### src/rtl/sample_serializer_pkg.sv
// Shared constants for the sample serializer: FSM encoding, default sample
// size, byte ordering and a small width helper.
package sample_serializer_pkg;

    // Bytes in one FIFO sample word.
    localparam int SAMPLE_BYTES = 6;

    // Bytes leave the serializer least-significant first.
    localparam bit BYTE_ORDER_LSB_FIRST = 1'b1;

    // FSM encoding; kept as plain constants so older tools can share it.
    localparam logic [0:0] ST_IDLE = 1'b0;
    localparam logic [0:0] ST_SEND = 1'b1;

    // Byte-index width; never zero so a one-byte sample still elaborates.
    function automatic int idx_width(input int n);
        return (n > 1) ? $clog2(n) : 1;
    endfunction

endpackage

### src/rtl/sample_serializer_if.sv
// FIFO read port and FX2 byte handshake grouped into one bundle.
// The serializer uses the master view, the surrounding logic the slave view.
interface sample_serializer_if
    import sample_serializer_pkg::*;
#(
    parameter int NBYTES = SAMPLE_BYTES
);
    logic                  sample_rdy;
    logic [8*NBYTES-1:0]   sample;
    logic                  sample_ack;
    logic                  data_rdy;
    logic [7:0]            data;
    logic                  data_ack;

    modport master (
        input  sample_rdy, sample, data_ack,
        output sample_ack, data_rdy, data
    );

    modport slave (
        output sample_rdy, sample, data_ack,
        input  sample_ack, data_rdy, data
    );
endinterface

### src/rtl/up_counter.sv
// Generic wrapping up-counter with enable; rolls over silently at 2^W-1.
module up_counter #(
    parameter int W = 16
) (
    input  logic         clk,
    input  logic         reset,
    input  logic         en,
    output logic [W-1:0] count
);
    logic [W-1:0] count_q;
    logic [W-1:0] count_d;

    // Next count: advance by one when enabled, natural modulo-2^W wrap.
    always_comb begin
        count_d = count_q;
        if (en) begin
            count_d = count_q + W'(1);
        end
    end

    // Count register.
    always_ff @(posedge clk or posedge reset) begin
        if (reset) begin
            count_q <= '0;
        end else begin
            count_q <= count_d;
        end
    end

    assign count = count_q;
endmodule

### src/rtl/sample_serializer.sv
// Pops 8*NBYTES-bit samples from a show-ahead FIFO and streams them as bytes
// over a ready/accept handshake. The next sample is loaded on the same edge
// that the last byte of the current one is accepted, so a non-empty FIFO
// never produces an idle cycle on the byte side.
module sample_serializer
    import sample_serializer_pkg::*;
#(
    parameter int NBYTES = SAMPLE_BYTES,
    parameter int CNT_W  = 16
) (
    input  logic                clk,
    input  logic                reset,
    sample_serializer_if.master bus,
    output logic                busy,
    output logic [CNT_W-1:0]    samples_sent
);
    localparam int                IDX_W    = idx_width(NBYTES);
    localparam int                SW       = 8 * NBYTES;
    localparam logic [IDX_W-1:0]  LAST_IDX = IDX_W'(NBYTES - 1);

    logic [0:0]       state_q, state_d;
    logic [IDX_W-1:0] idx_q, idx_d;
    logic [SW-1:0]    shift_q, shift_d;
    logic [SW-1:0]    shift_adv;
    logic [7:0]       head_byte;

    logic send;
    logic idx_valid;
    logic last_byte;
    logic accept;
    logic accept_last;
    logic load;

    assign send        = (state_q == ST_SEND);
    assign idx_valid   = (idx_q <= LAST_IDX);
    assign last_byte   = (idx_q == LAST_IDX);
    assign accept      = send & bus.data_ack;
    assign accept_last = accept & last_byte;
    // Load from IDLE, or chain straight into the next sample on the final byte.
    assign load        = ((state_q == ST_IDLE) & bus.sample_rdy)
                       | (accept_last & bus.sample_rdy);

    // The outgoing byte always sits at one end of the held word; each accepted
    // byte shifts the next one into that position.
    generate
        if (BYTE_ORDER_LSB_FIRST) begin : g_lsb_first
            assign head_byte = shift_q[7:0];
            assign shift_adv = shift_q >> 8;
        end else begin : g_msb_first
            assign head_byte = shift_q[SW-1 -: 8];
            assign shift_adv = shift_q << 8;
        end
    endgenerate

    // Next-state: load a new word, advance one byte per accept, or drop to IDLE.
    always_comb begin
        state_d = state_q;
        idx_d   = idx_q;
        shift_d = shift_q;
        if (load) begin
            state_d = ST_SEND;
            idx_d   = '0;
            shift_d = bus.sample;
        end else if (send) begin
            if (!idx_valid) begin
                // Out-of-range index cannot happen in normal operation; recover.
                state_d = ST_IDLE;
                idx_d   = '0;
            end else if (accept) begin
                if (last_byte) begin
                    state_d = ST_IDLE;
                    idx_d   = '0;
                end else begin
                    idx_d   = idx_q + IDX_W'(1);
                    shift_d = shift_adv;
                end
            end
        end
    end

    // State, byte index and held sample registers.
    always_ff @(posedge clk or posedge reset) begin
        if (reset) begin
            state_q <= ST_IDLE;
            idx_q   <= '0;
            shift_q <= '0;
        end else begin
            state_q <= state_d;
            idx_q   <= idx_d;
            shift_q <= shift_d;
        end
    end

    // Completed-sample counter for host diagnostics.
    up_counter #(
        .W (CNT_W)
    ) u_sent_cnt (
        .clk   (clk),
        .reset (reset),
        .en    (accept_last),
        .count (samples_sent)
    );

    // The FIFO must not be popped while reset holds the FSM in IDLE.
    assign bus.sample_ack = load & ~reset;
    assign bus.data_rdy   = send;
    assign bus.data       = head_byte;
    assign busy           = send;
endmodule
### src/flat_wrapper.sv
// flat-port wrapper written by rule: the top's interface ports become plain ports
module sample_serializer_flat import sample_serializer_pkg::*;
#(
    parameter int NBYTES = SAMPLE_BYTES,
    parameter int CNT_W  = 16
)
  (clk, reset, busy, samples_sent, bus_sample_rdy, bus_sample, bus_data_ack, bus_sample_ack, bus_data_rdy, bus_data);
  sample_serializer_if #(.NBYTES(NBYTES)) bus_i ();
  input  logic clk;
  input  logic reset;
  output logic busy;
  output logic [CNT_W-1:0] samples_sent;
  input wire logic [$bits(bus_i.sample_rdy)-1:0] bus_sample_rdy;
  input wire logic [$bits(bus_i.sample)-1:0] bus_sample;
  input wire logic [$bits(bus_i.data_ack)-1:0] bus_data_ack;
  output wire logic [$bits(bus_i.sample_ack)-1:0] bus_sample_ack;
  output wire logic [$bits(bus_i.data_rdy)-1:0] bus_data_rdy;
  output wire logic [$bits(bus_i.data)-1:0] bus_data;
  assign bus_i.sample_rdy = bus_sample_rdy;
  assign bus_i.sample = bus_sample;
  assign bus_i.data_ack = bus_data_ack;
  assign bus_sample_ack = bus_i.sample_ack;
  assign bus_data_rdy = bus_i.data_rdy;
  assign bus_data = bus_i.data;
  sample_serializer #(.NBYTES(NBYTES), .CNT_W(CNT_W)) u_core (.clk(clk), .reset(reset), .bus(bus_i), .busy(busy), .samples_sent(samples_sent));
endmodule
### config.mk
export PLATFORM = sky130hd
export DESIGN_NAME = sample_serializer_flat
export DESIGN_NICKNAME = d
export VERILOG_FILES = /design/src/rtl/sample_serializer_pkg.sv /design/src/rtl/sample_serializer_if.sv /design/src/rtl/up_counter.sv /design/src/rtl/sample_serializer.sv /design/src/flat_wrapper.sv
export SDC_FILE = /design/constraint.sdc
export NUM_CORES = 1
export LEC_CHECK = 0
export ABC_AREA = 0
export BUFFER_PORTS_ARGS = -buffer_cell sky130_fd_sc_hd__buf_2
export CORE_UTILIZATION = 48
export CTS_CLUSTER_DIAMETER = 50
export DETAILED_ROUTE_END_ITERATION = 8
export GPL_TIMING_DRIVEN = 0
export PLACE_DENSITY = 0.76
export SLEW_MARGIN = 40
export SYNTH_ARGS = -nofsm -noshare
export SYNTH_HDL_FRONTEND = slang
export SYNTH_SLANG_ARGS = --single-unit
export TNS_END_PERCENT = 1
### constraint.sdc
create_clock -name clk -period 1.8 [get_ports clk]
set_input_delay 0.18 -clock clk [delete_from_list [all_inputs] [get_ports clk]]
set_output_delay 0.18 -clock clk [all_outputs]
set_load 0.05 [all_outputs]
After elaboration in Yosys (flattened, before gate mapping):

Cells that the tools add are included.

* flip-flop bits (word level): 68
* bits of input ports: 52
* output and inout bits: 27
* word-level logic and storage cells: 38

* add/sub/neg operators: 2
* magnitude comparators: 1
* eq/ne operators: 3
* muxes and demuxes: 15
* bitwise operators: 8
* reductions and logical operators: 5

Operators with widths (count)
* $mux W48: 5
* $add A16 B1 Y16 const B: 1
* $mux W3: 5
* $reduce_bool A2 Y1: 3
* $and A1 B1 Y1: 5
* $mux W1: 5
* $reduce_and A4 Y1: 1
* $add A3 B1 Y3 const B: 1
* $eq A3 B3 Y1 const B: 1
* $le A3 B3 Y1 const B: 1
* $ne A3 B3 Y1 const B: 1
* $ne A2 B2 Y1 const B: 1
* $not A1 Y1: 2
* $reduce_and A2 Y1: 1
* $or A1 B1 Y1: 1

Logic depth before layout (Yosys ltp):

* depth after elaboration: 6
* depth in mapped cells: 7
* mapped depth without buffers: 5

By module:

A second synthesis with hierarchy kept.

* cells, all modules: 288
* area total of the unflattened synthesis: 3236.9 µm²

Modules (own cells, without submodules)
* sample_serializer: times used 1, cells each 231, area each 2526.2 µm²
* up_counter: times used 1, cells each 57, area each 710.7 µm²

Worst setup path after synthesis:

Ideal clock, no wire load.

* path kind: register to output
* from: register u_core.state_q (netlist: u_core.bus.data_rdy)
* to: output port bus_sample_ack
* data arrival time: 1929 ps
* data required time: 1620 ps
* setup slack: -309 ps
* stages on the path, launching flop included: 7
* cell sequence: dfrtp_1 -> buf_2 -> inv_1 -> o21ai_1 -> buf_4 -> buf_2 -> nor2_1

* word-level cells in the longest chain between the ends: 5
* elaborated cells between the ends (all ways): 7
* those cells by class: 7 x bitwise

RTL lines
* from (decl): RTL line sample_serializer.sv:21 `logic [0:0] state_q, state_d;`
* from (signal assigned): RTL line sample_serializer.sv:88 `state_q <= state_d;`
* $and A1 B1 Y1: RTL line sample_serializer.sv:37 `assign accept = send & bus.data_ack;`
* $and A1 B1 Y1: RTL line sample_serializer.sv:38 `assign accept_last = accept & last_byte;`
* $and A1 B1 Y1: RTL line sample_serializer.sv:41 `| (accept_last & bus.sample_rdy);`
* $or A1 B1 Y1 (*): RTL line sample_serializer.sv:41
* $and A1 B1 Y1 (*): RTL line sample_serializer.sv:105 `assign bus.sample_ack = load & ~reset;`
* to (decl): RTL line flat_wrapper.sv:16 `output wire logic [$bits(bus_i.sample_ack)-1:0] bus_sample_ack;`

Mark *: on every way between the ends. The rest lies on a longest branch, timed or not.

Worst setup path after layout:

* from: register u_core.idx_q[1]
* to: output port bus_sample_ack

* word-level cells in the longest chain between the ends: 5

RTL lines
* from (decl): RTL line sample_serializer.sv:22 `logic [IDX_W-1:0] idx_q, idx_d;`
* from (signal assigned): RTL line sample_serializer.sv:89 `idx_q <= idx_d;`
* $eq A3 B3 Y1: RTL line sample_serializer.sv:36 `assign last_byte = (idx_q == LAST_IDX);`
* $and A1 B1 Y1: RTL line sample_serializer.sv:38
* $and A1 B1 Y1: RTL line sample_serializer.sv:41
* $or A1 B1 Y1: RTL line sample_serializer.sv:41
* $and A1 B1 Y1: RTL line sample_serializer.sv:105

Every way passes these cells.

==> impl_metrics.env <==
export IMPL_p_int_w=0.00416
export IMPL_multi_input_comb_area_um2=1280
export IMPL_core_area_um2=6390
export IMPL_dp_hpwl_um=4800
export IMPL_h_tree_depth=3
export IMPL_critPathLaunchType="flip-flop"
export IMPL_gp_congestion=0.770
export IMPL_grt_start_max_net_pins=27
export IMPL_antenna_found_initial=0
export IMPL_avgSynthCellArea_um2=11.3
export IMPL_synthFlopType="dfrtp_1"
export IMPL_rows=29
export IMPL_yosys_top_cells_area="dfrtp_1 (53%), o221a_2 (11%), or2_2 (4.3%), xnor2_1 (3.0%), buf_4 (2.6%)"
export IMPL_p_leak_nw=1.94
export IMPL_clockBufferDepth=2
export IMPL_synth_top_area_share_pct=53.0
export IMPL_routed_wl_um=6570
export IMPL_synth_area_leader_cell="dfrtp_1"
export IMPL_fin_nets=431
export IMPL_initial_core_util_pct=50.2
export IMPL_endpoint_kind="output pin"
export IMPL_pwr_share_clk_pct=21.4
export IMPL_setup_violations=0
export IMPL_drtIter0Drc=143
export IMPL_swShare_pct=35.1
export IMPL_synthArstFlopShare_pct=100
export IMPL_combinationalPowerShare_pct=40.6
export IMPL_synth_seq_cells=68
export IMPL_ir_drop_mv=0.910
export IMPL_worst_setup_path_type="reg2out"
export IMPL_finalHoldViolCount=0
export IMPL_worstMarginPinSlew_ns=0.561
export IMPL_cts_root_buf="clkbuf_8"
export IMPL_io_pins=79
export IMPL_final_core_util_pct=62.8
export IMPL_portBuffers=78
export IMPL_die_width_um=83.8
export IMPL_numCtsBuffers=9
export IMPL_via_per_inst=5.20
export IMPL_fin_skew_ns=0.0147
export IMPL_postRouteAntennaNets=0
export IMPL_ff_latch_area_um2=1710
export IMPL_place_area_um2=3740
export IMPL_drtPass1Iterations=4
export IMPL_cts_tree="built"
export IMPL_cts_sinks=68
export IMPL_ys_warn_count=0
export IMPL_finalCritPeriodShare_pct=94.9
export IMPL_grtUsageMet2_pct=29.9
export IMPL_maxCapViolCount=0
export IMPL_clk_latency_ns=0.34
export IMPL_met1_usage_pct=28.6
export IMPL_fillers=534
export IMPL_grt_usage_pct=20.2
export IMPL_final_cell_area_um2=4010
export IMPL_cts_clk_slew_worst_paths_ns=0.08
export IMPL_power_density_nw_per_um2=1600
export IMPL_ys_seq_area_share_pct=53.0
export IMPL_synth_edf_count=0
export IMPL_slew_headroom_pct=62.3
export IMPL_die_area_um2=7010
export IMPL_switchingPower_w=0.00225
export IMPL_grt_pass1_wl_um=11000
export IMPL_rsz0062_at_grt="false"
export IMPL_top_usage_layer="met2"
export IMPL_grt_pass1_vias=2260
export IMPL_power_w=0.00641
export IMPL_n_antenna_cell=0
export IMPL_syn_to_final_growth_pct=25.0
export IMPL_gr_total_overflow=0
export IMPL_period_needed_ns=1.71
export IMPL_fmax_ghz=0.585
export IMPL_fp_dieH_um=83.8
export IMPL_post_drt_wl_per_cell_um=14.3
export IMPL_yosysMostFrequentCell="dfrtp_1"
export IMPL_critPathMaxFanout=6
export IMPL_status="finished clean"
export IMPL_grt_use_met3_pct=4.45
export IMPL_drive_above_1_share_pct=49.1
export IMPL_syn_inst=284
export IMPL_dr_total_vias=2394
export IMPL_ys_types=33
export IMPL_min_path_type="in2reg"
export IMPL_p_seq_share_pct=38.0
export IMPL_arrival_ns=1.53
export IMPL_netlist_area_um2=3210
export IMPL_drc=0
export IMPL_yosys_top_cells_count="dfrtp_1 (68), o221a_2 (32), or2_2 (22), nand3_1 (14), nor2_1 (14)"
export IMPL_drv_slew=0
export IMPL_syn_nets=337
export IMPL_critPathRequiredTime_ns=1.62
==> area by class of cell <==
cell class	instances	share of cell area, %
sequential	68	42.5
clock inverter	6	2.22
buffer	25	4.46
tap	77	2.40
inverter	12	1.22
clock buffer	10	3.18
timing repair buffer	86	12.1
multi-input combinational	176	31.9
==> power groups by stage <==
stage | registers [W] | clock network (W) | logic (W)
2_1_floorplan | 0.00243 | 0 | 0.00205
3_3_place_gp | 0.00240 | 0 | 0.00252
3_5_place_dp | 0.00243 | 0 | 0.00261
4_1_cts | 0.00239 | 0.00140 | 0.00265
5_1_grt | 0.00252 | 0.00148 | 0.00283
6_report | 0.00244 | 0.00137 | 0.00260
==> routing by layer <==
layer,share of wire [%],wire (um)
met2,45,2940
met1,49,3210
met5,0,0
met3,4.5,296
met4,1.9,124
==> metrics by stage <==
step | setup slack, ns | hold WS, ns | cells | setup TNS (ns)
after floorplan | -0.0795 | 0.324 | 284 | -0.0795
after global placement | 0.0378 | 0.425 | 439 | 0
after detailed placement | 0.0337 | 0.246 | 441 | 0
after CTS | 0.0152 | 0.0719 | 460 | 0
after global routing | 0.0172 | 0.0682 | 460 | 0
final | 0.0909 | 0.0762 | 460 | 0
==> sequential cells by signal (all words and copies together), names as in the netlist <==
register                 flops
u_core.bus.data_rdy          1
u_core.idx_q                 3
u_core.shift_q              48
u_core.u_sent_cnt.count     16
==> logic make-up after synthesis <==
kind of cell    synth area share [%]
flops                           53.0
simple gates                    13.8
compound gates                  18.5
xor+xnor                        4.09
buf+inv                         7.25
mux                             2.85
fa+ha+maj                      0.390
==> worst max-delay path, cell delays in order, from the launching register on <==
cell	delay, ns
dfrtp_2	0.45
and4b_1	0.28
o21ai_2	0.08
buf_6	0.12
nor2_2	0.10
buf_6	0.17
==> timing repair <==
item | CTS | global route
hold endpoints to repair | 19 | 0
setup endpoints to repair | 1 | 1
resized for setup | 4 | 4
hold buffers | 1 | 0
pin swaps | 0 | 1
setup buffers | 3 | 2
==> worst paths after layout <==
check | startpoint | endpoint | slack, ns | depth (start not counted)
max | u_core.idx_q[1] | bus_sample_ack | 0.09 | 5
min | bus_sample[40] | u_core.shift_q[40] | 0.08 | 3
max reg2reg | u_core.idx_q[1] | u_core.shift_q[2] | 0.15 | 6
min reg2reg | u_core.u_sent_cnt.count[15] | u_core.u_sent_cnt.count[15] | 0.46 | 1
max in group asynchronous | reset | u_core.shift_q[20] | 0.69 | 5
min in group asynchronous | reset | u_core.shift_q[44] | 0.43 | 3
==> cell usage in the layout (no fill, tap or decap), drive strengths merged, types with 8 or more instances in the layout <==
master | synthesis | layout
nand3 | 14 | 14
buf | 24 | 105
mux2i | 8 | 8
inv | 12 | 11
o21bai | 10 | 10
dfrtp | 68 | 68
clkbuf | 4 | 15
xnor2 | 11 | 11
nand2 | 12 | 12
a21oi | 11 | 11
o221a | 32 | 32
or2 | 22 | 22
o21ai | 14 | 14
nor2 | 14 | 14
(Power assumes the default switching activity.)
